[src/rtl/bch63_pkg.sv]
// Shared constants, state encoding and a reference parity function for the BCH(63,56) code.
// The generator is g(x) = x^7 + x^6 + x^2 + 1 = (x+1)(x^6+x+1).
package bch63_pkg;

    localparam int N = 63;
    localparam int K = 56;
    localparam int M = 7;

    localparam logic [7:0] G_POLY = 8'hC5;
    localparam logic [6:0] G_LOW  = 7'h45;

    typedef enum logic [1:0] {
        IDLE  = 2'd0,
        SHIFT = 2'd1,
        DONE  = 2'd2
    } state_t;

    // Parity of a full message, MSB first, using the same division the hardware performs.
    function automatic logic [M-1:0] parity_of(input logic [K-1:0] message);
        logic [M-1:0] p;
        logic         fb;
        p = '0;
        for (int i = K - 1; i >= 0; i--) begin
            fb = message[i] ^ p[M-1];
            p  = {p[M-2:0], 1'b0} ^ ({M{fb}} & G_LOW);
        end
        return p;
    endfunction

endpackage

[src/rtl/bch63_parity_lfsr.sv]
// Bit-serial 7-bit LFSR dividing the incoming message stream by g(x).
// The remainder left after the last message bit is the systematic parity.
module bch63_parity_lfsr
    import bch63_pkg::*;
(
    input  logic         clk,
    input  logic         rst,
    input  logic         clear,
    input  logic         enable,
    input  logic         data,
    output logic [M-1:0] parity
);

    logic fb;

    assign fb = data ^ parity[M-1];

    always_ff @(posedge clk) begin
        if (rst || clear) begin
            parity <= '0;
        end else if (enable) begin
            // NOTE: non-blocking here so every tap sees the pre-shift register value.
            parity <= {parity[M-2:0], 1'b0} ^ ({M{fb}} & G_LOW);
        end
    end

endmodule

[src/rtl/bch63_encoder.sv]
// Systematic BCH(63,56) encoder: captures a message, streams it MSB first through the
// parity LFSR for 56 cycles, then holds {msg, parity} until the downstream accepts it.
module bch63_encoder
    import bch63_pkg::*;
(
    input  logic           clk,
    input  logic           rst,
    input  logic           in_valid,
    output logic           in_ready,
    input  logic [K-1:0]   msg,
    output logic           out_valid,
    input  logic           out_ready,
    output logic [N-1:0]   codeword,
    output logic           busy
);

    localparam logic [1:0] ST_IDLE  = IDLE;
    localparam logic [1:0] ST_SHIFT = SHIFT;
    localparam logic [1:0] ST_DONE  = DONE;

    localparam logic [5:0] LAST_BIT = 6'(K - 1);

    logic [1:0]   state;
    logic [K-1:0] msg_reg;
    logic [5:0]   counter;
    logic [M-1:0] parity;
    logic         accept;

    assign accept = (state == ST_IDLE) && in_valid;

    always_ff @(posedge clk) begin
        if (rst) begin
            state   <= ST_IDLE;
            msg_reg <= '0;
            counter <= '0;
        end else begin
            case (state)
                ST_IDLE: begin
                    if (in_valid) begin
                        msg_reg <= msg;
                        counter <= LAST_BIT;
                        state   <= ST_SHIFT;
                    end
                end
                ST_SHIFT: begin
                    if (counter == 6'd0) begin
                        state <= ST_DONE;
                    end else begin
                        counter <= counter - 6'd1;
                    end
                end
                ST_DONE: begin
                    if (out_ready) begin
                        state <= ST_IDLE;
                    end
                end
                default: state <= ST_IDLE;
            endcase
        end
    end

    // Parity is cleared on the accept edge so an aborted or previous encode leaves no residue.
    bch63_parity_lfsr u_lfsr (
        .clk    (clk),
        .rst    (rst),
        .clear  (accept),
        .enable (state == ST_SHIFT),
        .data   (msg_reg[counter]),
        .parity (parity)
    );

    assign in_ready  = (state == ST_IDLE);
    assign busy      = (state == ST_SHIFT);
    assign out_valid = (state == ST_DONE);
    assign codeword  = out_valid ? {msg_reg, parity} : '0;

endmodule

[config.mk]
export PLATFORM = sky130hd
export DESIGN_NAME = bch63_encoder
export DESIGN_NICKNAME = d
export VERILOG_FILES = /design/src/rtl/bch63_pkg.sv /design/src/rtl/bch63_parity_lfsr.sv /design/src/rtl/bch63_encoder.sv
export SDC_FILE = /design/constraint.sdc
export NUM_CORES = 1
export LEC_CHECK = 0
export ABC_AREA = 1
export CAP_MARGIN = 0
export CORE_ASPECT_RATIO = 1.4
export CORE_UTILIZATION = 45
export DETAILED_ROUTE_END_ITERATION = 8
export GPL_ROUTABILITY_DRIVEN = 0
export PLACE_DENSITY_LB_ADDON = 0.25
export SLEW_MARGIN = 20
export SYNTH_ARGS = -nofsm -noshare
export SYNTH_HDL_FRONTEND = slang
export SYNTH_SLANG_ARGS = --single-unit
[constraint.sdc]
create_clock -name clk -period 1.8 [get_ports clk]
set_input_delay 0.36 -clock clk [delete_from_list [all_inputs] [get_ports clk]]
set_output_delay 0.36 -clock clk [all_outputs]
set_load 0.1 [all_outputs]
==> results of run 1 <==
layer usage:
layer	routed length, um	up-vias	GRT usage
li1	-	1984	-
met1	5170	2079	0.337
met2	8060	384	0.606
met3	1300	132	0.0602
met4	1120	0	0.210
met5	0	-	0
through the flow:
step                setup slack [ns]  hold WS, ns
floorplan                     -0.297        0.429
finish                        -0.163        0.481
global route                  -0.226        0.503
detailed placement           -0.0497        0.452
global placement              0.0629        0.448
CTS                          -0.0856        0.470
where the power goes:
group	switching [mW]	internal [mW]	total [mW]	leakage (nW)
registers	0.126	1.74	1.86	0.590
clock network	0.604	0.672	1.28	0.100
logic	1.23	0.732	1.96	1.89
total	1.96	3.14	5.10	2.58
worst max path at each step:
stage | endpoint | startpoint | slack, ns
floorplan | codeword[47] | state[0] | -0.30
global placement | counter[5] | in_valid | 0.06
detailed placement | counter[5] | in_valid | -0.05
CTS | codeword[51] | state[0] | -0.09
global route | u_lfsr.parity[6] | counter[0] | -0.23
finish | u_lfsr.parity[6] | counter[0] | -0.16
synthesized netlist by cell type, drive strengths merged:
| master | number |
|---|---|
| a21oi | 77 |
| a221oi | 1 |
| a31oi | 1 |
| and2 | 1 |
| buf | 17 |
| bufinv | 1 |
| clkbuf | 19 |
| clkinv | 9 |
| dfxtp | 71 |
| ha | 2 |
| inv | 70 |
| nand2 | 66 |
| nand3 | 38 |
| nand4 | 1 |
| nor2 | 73 |
| nor3 | 1 |
| nor4 | 1 |
| o211ai | 7 |
| o21ai | 68 |
| o22ai | 1 |
| xnor2 | 1 |
tightest hold or removal path, cell delays in order, from the launching register on:
cell	delay (ns)
dfxtp_1	0.31
clkinv_2	0.07
a21oi_1	0.06
cells by family (layout without fill, tap and decap cells):
logic type,after synthesis,in the layout,share of synthesized area
simple gates,181,181,0.222
compound gates,155,155,0.224
buf+inv,116,260,0.150
flops,71,71,0.394
fa+ha+maj,2,2,0.00694
xor+xnor,1,1,0.00243
cell type report:
| cell class | count | share of cell area |
|---|---|---|
| clock buffers | 12 | 0.0212 |
| well taps | 100 | 0.0183 |
| repair buffers | 164 | 0.361 |
| multi-input cells | 339 | 0.333 |
| flip-flops and latches | 71 | 0.210 |
| inverters | 80 | 0.0502 |
| clock inverters | 4 | 0.00657 |
cell usage in the layout, fill, tap and decap left out, types with 2 or more instances in the layout:
| master | count |
|---|---|
| clkdlybuf4s50_1 | 59 |
| a21oi_1 | 75 |
| buf_6 | 4 |
| nand3_2 | 15 |
| clkbuf_1 | 2 |
| dfxtp_2 | 3 |
| nor2_1 | 5 |
| o211ai_1 | 6 |
| clkinv_2 | 12 |
| o21ai_0 | 61 |
| nand2_1 | 48 |
| nor2_4 | 61 |
| inv_2 | 6 |
| clkbuf_8 | 10 |
| inv_1 | 60 |
| nand2_4 | 6 |
| dfxtp_4 | 3 |
| buf_12 | 72 |
| dfxtp_1 | 65 |
| buf_4 | 19 |
| nand3_1 | 21 |
| nor2_2 | 6 |
| nand2_2 | 11 |
| clkbuf_16 | 2 |
| buf_16 | 7 |
| o21ai_1 | 7 |
| a21oi_2 | 2 |
| nand3_4 | 2 |
timing repair:
item                       CTS  global route
cloned                       5             2
hold buffers                 0             0
pin swaps                   10            21
setup buffers                5             9
setup endpoints to repair   59            69
gates resized for setup     27            54
==> impl_metrics.toml, run 1 <==
[floorplan]
die_area_sq_um = 8370
design.core.area_sq_um = 7750
ios = 126
die_w_um = 77.6
initial_core_util = 0.465
row_count = 38
chipHeight_um = 108

[finish]
post-route-util = 0.885
instances_no_fill = 770
fin_area_sq_um = 6860
largest_reg_flops = 56
areaGrowthSynthToFinish_pct = 90.2
fillerInstances = 298
drive_above_1_share = 0.379
multi_input_area_sq_um = 2280
fin_nets = 727
final-seq-area_sq_um = 1440
n_antenna_cell = 0

[setup_path]
crit_top_cell = "nand2_1"
critPathTopFamily = "simple AND/OR/NAND/NOR gates"
r2r-start = "counter[0]"
ff2ff_setup_slack_ns = -0.16
critPathArrivalTime_ns = 2.22
worst_path_largest_cell_delay_ns = 0.41
path_class = "flop to flop"
reg2regPathDepth = 18
crit_chain = "inv_6, buf_12, nand2_2, nand3_2, nand2_1, nand2_1, nand2_1, inv_1, nand2_1, nand2_1, nand2_2, nand2_4, nand2_4, nand2_4, nand3_2, nand3_2, nand2_2, inv_1"
crit_buf_inv = 4
required_ns = 2.06
cp.depth = 18
regToRegEndpoint = "u_lfsr.parity[6]"
slowest_stage = "dfxtp_4"
end_kind = "flop"
startpoint_type = "flop"
worstPathMaxFanout = 6

[drt]
drtIter0Drc = 505
drc = 0
totalWireLength_um = 15600
wl_per_cell_um = 20.3
antenna_left = 0
vias_per_cell = 5.95
first_pass_iters = 7
via_count = 4579

[synthesis]
ys_warn_count = 0
netlist_top_cells_area = "dfxtp_1, a21oi_1, o21ai_0"
synth_nets = 588
ys_seq_area_frac = 0.394
syn_inst = 526
ys_ff_latch = 71
synth_cell_types = 35
yosys.area.top_type = "dfxtp_1"
syn_area_sq_um = 3600
avgSynthCellArea_sq_um = 6.85
yosysTopAreaCellShare = 0.394

[global_route]
antenna_found_initial = 0
groute.usage.overall = 0.329
grt_pass1_vias = 4312
grt_max_degree = 54
grt_overflow = 0
grt_pass1_wl_um = 21100

[power]
total_power_mw = 5.10
p_leak_nw = 2.58
power_density_nw_per_um2 = 744
ir_worst_vdd_mv = 0.674

[clocking]
h-tree-depth = 3
numCtsBuffers = 9
clk_pin_slew_ns = 0.07
worstSkewPairLatency_ns = 0.36
cts.sinks = 71
cts_tree = "yes"
clk_path_buf_depth = 2
clockRootBuffer = "clkbuf_8"

[place]
io_buffers = 125
place_area_sq_um = 6060
placed_cells = 734
place_hpwl_um = 8130

[sta]
slew_viol_final = 0
post-route-period-util = 1.09
setup-violations-final = 57
period_minus_slack_ns = 1.96
tightest_slew_ns = 0.330
fin_setup_tns_ns = -3.32
max_slew_margin = 0.777
rsz0062_at_grt = "true"
fin_ws_ns = -0.163
max_freq_mhz = 509
hold_viol = 0
skew_ns = 0.00431

[min_path]
hold_end = "msg_reg[17]"
min-delay-start = "msg_reg[17]"
holdPathStages = 2
hold_path.class = "flop to flop"

[run_status]
failed_checks = "setup timing"
status = "finished with violations"

[flow_run]
drv_cap = 0
Note: power is estimated with default switching activity, not from simulation.
==> run 2, diff against run 1 <==
--- a/config.mk
+++ b/config.mk
@@ -8,11 +8,12 @@
 export ABC_AREA = 1
 export CAP_MARGIN = 0
 export CORE_ASPECT_RATIO = 1.4
-export CORE_UTILIZATION = 45
+export CORE_UTILIZATION = 46
 export DETAILED_ROUTE_END_ITERATION = 8
 export GPL_ROUTABILITY_DRIVEN = 0
 export PLACE_DENSITY_LB_ADDON = 0.25
 export SLEW_MARGIN = 20
 export SYNTH_ARGS = -nofsm -noshare
 export SYNTH_HDL_FRONTEND = slang
+export SYNTH_HIERARCHICAL = 1
 export SYNTH_SLANG_ARGS = --single-unit
==> run 2 against run 1 <==
Register-to-register slack improved by 0.10 ns. Non-clock buffer count shrank 11. Fmax up 2.6%. Core utilization fell by 1.2 points. Setup slack improved by 0.050 ns. Highest routed layer unchanged. Largest cell class is now multi-input gates. Wire length shrank 17%. The run still ends with setup timing left. Cell area decreased by 1.4%. Clock skew up 0.019 ns. Synthesized cell count up 6.1%.
==> impl_metrics.toml, run 2 <==
[run_status]
status = "finished with violations"
failed_checks = "setup timing"

[global_route]
grt_pass1_vias = 4107
antenna_found_initial = 0
grt_pass1_wl_um = 18700
grt_overflow = 0
groute.usage.overall = 0.284
grt_max_degree = 57

[floorplan]
die_area_sq_um = 8370
ios = 126
design.core.area_sq_um = 7750
row_count = 38
initial_core_util = 0.475
chipHeight_um = 108
die_w_um = 77.6

[synthesis]
async_flop_share = 0
netlist_top_cells_area = "dfxtp_1, nor2_1, a211oi_1"
ys_ff_latch = 71
yosys.area.top_type = "dfxtp_1"
synth_edf_count = 0
syn_area_sq_um = 3680
synth_nets = 620
yosysTopAreaCellShare = 0.386
synth_cell_types = 27
synth_ff_type = "dfxtp_1"
synth_common_cells = "nor2_1, nand2_1, inv_1"
syn_inst = 558
yosysMostFrequentCell = "nor2_1"
ys_warn_count = 6
avgSynthCellArea_sq_um = 6.59
ys_seq_area_frac = 0.386

[flow_run]
drv_cap = 0

[sta]
max_freq_mhz = 523
skew_ns = 0.0233
hold_viol = 0
fin_ws_ns = -0.113
period_minus_slack_ns = 1.91
setup-violations-final = 66
post-route-period-util = 1.06
tightest_slew_ns = 0.421
slew_viol_final = 0
max_slew_margin = 0.719
rsz0062_at_grt = "true"

[clocking]
cts_tree = "yes"
worstSkewPairLatency_ns = 0.37
cts_hold_buffers = 0
h-tree-depth = 3
clockRootBuffer = "clkbuf_8"
clk_path_buf_depth = 2
cts.sinks = 71
numCtsBuffers = 9
clk_pin_slew_ns = 0.09

[place]
place_area_sq_um = 6270
place_hpwl_um = 8390
io_buffers = 125

[drt]
totalWireLength_um = 12900
drtIter0Drc = 409
drc = 0
wl_met3_um = 700
wl_met2_um = 6980
top_layer_used = "met4"
wl_per_cell_um = 16.4
wl_met1_um = 4630
first_pass_iters = 5
via_count = 4315
antenna_left = 0
vias_per_cell = 5.47

[finish]
largest_reg_flops = 56
n_antenna_cell = 0
layout_commonest_cell = "inv_1"
fin_area_sq_um = 6760
fin_nets = 746
mostFrequentLayoutCells = "inv_1, nand2_1, buf_12, nor2_1, dfxtp_1"
post-route-util = 0.872
areaGrowthSynthToFinish_pct = 83.7
fillerInstances = 361
drive_above_1_share = 0.325

[setup_path]
startpoint_type = "flop"
worstPathMaxFanout = 11
required_ns = 1.44
crit_buf_inv = 4
path_class = "flop to output port"
worst_path_largest_cell_delay_ns = 0.36
slowest_stage = "dfxtp_2"
crit_chain = "inv_2, nor2_4, inv_8, buf_12, nor2_4, buf_12"
critPathArrivalTime_ns = 1.55
end_kind = "output port"
critPathTopFamily = "buffers and inverters"

[power]
power_density_nw_per_um2 = 757
p_leak_nw = 2.62
ir_worst_vdd_mv = 0.528

[min_path]
hold_path.class = "input port to flop"
## run 2: cell type report
type	count	area, sq um	share of cell area
inverter	89	355	0.0526
clock inverter	6	67.6	0.0100
sequential	71	1430	0.211
multi-input combinational	360	2350	0.347
timing repair buffer	153	2310	0.342
clock buffer	10	128	0.0189
tap	100	125	0.0185
## run 2: layer usage
layer / track usage / up-vias
li1: - / 2022
met1: 0.307 / 2007
met2: 0.542 / 220
met3: 0.0398 / 66
met4: 0.117 / 0
met5: 0 / -
## run 2: kinds of logic (layout without fill, tap and decap cells)
kind of cell / Yosys count / after routing / synth area share
compound gates: 78 / 78 / 0.157
xor+xnor: 1 / 1 / 0.00238
fa+ha+maj: 2 / 2 / 0.00680
buf+inv: 127 / 258 / 0.139
flops: 71 / 71 / 0.386
simple gates: 279 / 279 / 0.308
## run 2: repair_timing
action	in CTS	in global routing
gates resized for setup	2	47
setup buffers	3	1
endpoints found under the hold margin	0	0
pin swaps	1	13
setup endpoints to repair	56	66
cloned	0	3
## run 2: stage by stage
stage,cells,hold slack (ns),power [mW],setup WS [ns],setup TNS (ns)
after global placement,766,0.477,3.46,0.116,0
after global routing,789,0.368,5.33,-0.147,-6.48
after detailed placement,766,0.484,3.53,0.0343,0
final,789,0.357,5.12,-0.113,-3.95
after CTS,785,0.352,4.81,-0.122,-4.70
after floorplan,558,0.452,3.03,-0.624,-22.55
## run 2: power by group
part | internal [mW] | switching, mW
Sequential | 1.75 | 0.104
Clock | 0.648 | 0.674
Combinational | 0.728 | 1.22
## run 2: worst paths after layout
check              startpoint                to  slack [ns]  depth (start not counted)
min                       rst          state[0]        0.36                          2
max                  state[1]      codeword[32]       -0.11                          6
max reg2reg        counter[0]  u_lfsr/parity[0]       -0.06                         16
min reg2reg  u_lfsr/parity[3]  u_lfsr/parity[4]        0.49                          2
==> run 3, diff against run 2 <==
==> constraint.sdc (replaced) <==
create_clock -name clk -period 1.8 [get_ports clk]
set_input_delay 0.18 -clock clk [delete_from_list [all_inputs] [get_ports clk]]
set_output_delay 0.18 -clock clk [all_outputs]
set_load 0.1 [all_outputs]
==> run 3 against run 2 <==
The flow still finishes with violations (setup timing). Count of clock-buffer cells in the layout is the same. Global-route usage grew 2.7 points. Setup slack lost 0.15 ns. Register-to-register slack lost 0.20 ns. Critical path type is now flop to flop. Largest power group unchanged. Highest routed layer unchanged.
==> impl_metrics.toml, run 3 (synthesized netlist as in run 2, its figures left out) <==
[sta]
setup-violations-final = 6
skew_ns = 0.0105
rsz0062_at_grt = "true"
max_slew_margin = 0.683
hold_viol = 0
max_freq_mhz = 485
fin_ws_ns = -0.264
slew_viol_final = 0
whs_ns = 0.272
tightest_slew_ns = 0.476
period_minus_slack_ns = 2.06
fin_setup_tns_ns = -0.872
post-route-period-util = 1.15

[setup_path]
required_ns = 2.05
worst_path_largest_cell_delay_ns = 0.44
crit_chain = "inv_8, buf_12, a21oi_2, o21ai_1, nand3_1, nand4_1, nand2_1, nand2_2, nand2_4, nand2_2, nand3_2, nand3_2, nand2_1, inv_1"
end_kind = "flop"
critPathTopFamily = "simple AND/OR/NAND/NOR gates"
path_class = "flop to flop"
worstPathMaxFanout = 9
worstSetupStartpoint = "counter[0]"
startpoint_type = "flop"
crit_buf_inv = 3
critPathArrivalTime_ns = 2.31
slowest_stage = "dfxtp_4"
r2r-start = "counter[0]"

[place]
place_hpwl_um = 8700
place_ws_ns = 0.0385
io_buffers = 125

[global_route]
grt_max_degree = 50
grt_pass1_vias = 4314
antenna_found_initial = 0
groute.usage.overall = 0.311
grt_pass1_wl_um = 20500
grt_overflow = 0

[drt]
antenna_left = 0
via_count = 4573
drtIter0Drc = 537
drc = 0
vias_per_cell = 5.79
wl_per_cell_um = 19.1
totalWireLength_um = 15100
first_pass_iters = 5

[floorplan]
design.core.area_sq_um = 7750
die_w_um = 77.6
row_count = 38
ios = 126
initial_core_util = 0.475
die_area_sq_um = 8370
chipHeight_um = 108

[finish]
n_antenna_cell = 0
drive_above_1_share = 0.329
largest_reg_flops = 56
areaGrowthSynthToFinish_pct = 83.9
fillerInstances = 346
post-route-util = 0.873
layout_commonest_cell = "inv_1"
mostFrequentLayoutCells = "inv_1, nand2_1, nor2_1, buf_12, dfxtp_1"
fin_nets = 747

[power]
ir_worst_vdd_mv = 0.723
power_density_nw_per_um2 = 780
p_leak_nw = 2.62
total_power_mw = 5.28

[clocking]
numCtsBuffers = 9
cts_tree = "yes"
cts.sinks = 71
worstSkewPairLatency_ns = 0.35
clk_pin_slew_ns = 0.08
h-tree-depth = 3
clockRootBuffer = "clkbuf_8"
clk_path_buf_depth = 2

[min_path]
min-delay-start = "rst"
hold_path.class = "input port to flop"

[run_status]
status = "finished with violations"
failed_checks = "setup timing"

[flow_run]
drv_cap = 0
[run 3: power by group]
group / switching, mW / total [mW] / internal (mW)
combinational: 1.36 / 2.12 / 0.757
sequential: 0.109 / 1.86 / 1.75
clock: 0.630 / 1.30 / 0.670
total: 2.10 / 5.28 / 3.17
[run 3: cell type report]
class / count / area [sq um] / area share
Clock buffer: 10 / 138 / 0.0203
Sequential cell: 71 / 1430 / 0.211
Tap cell: 100 / 125 / 0.0185
Inverter: 89 / 358 / 0.0529
Clock inverter: 6 / 60.1 / 0.00888
Timing Repair Buffer: 154 / 2300 / 0.339
Multi-Input combinational cell: 360 / 2360 / 0.349
[run 3: metrics by stage]
stage,instances,cell area (sq um)
global route,790,6770
global placement,764,6240
CTS,784,6510
finish,790,6770
floorplan,558,4260
detailed placement,764,6240
[run 3: path summary, 6_finish.rpt]
path | slack, ns | depth (start not counted) | to
worst min-delay path | 0.27 | 2 | state[0]
worst max-delay path | -0.26 | 14 | u_lfsr/parity[6]
worst min register to register | 0.51 | 2 | u_lfsr/parity[4]
worst max register to register | -0.26 | 14 | u_lfsr/parity[6]
[run 3: timing repair]
action / 4_1_cts / 5_1_grt
buffers inserted: 3 / 2
hold buffers: 0 / 0
gates cloned: 1 / 4
resized for setup: 5 / 45
endpoints found under the setup margin: 26 / 17
pin swaps: 1 / 11
[run 3: routing by layer]
| layer | global-route usage | part of all wire |
|---|---|---|
| met4 | 0.150 | 0.073 |
| met1 | 0.335 | 0.33 |
| met2 | 0.582 | 0.51 |
| met3 | 0.0500 | 0.082 |
| met5 | 0 | 0 |
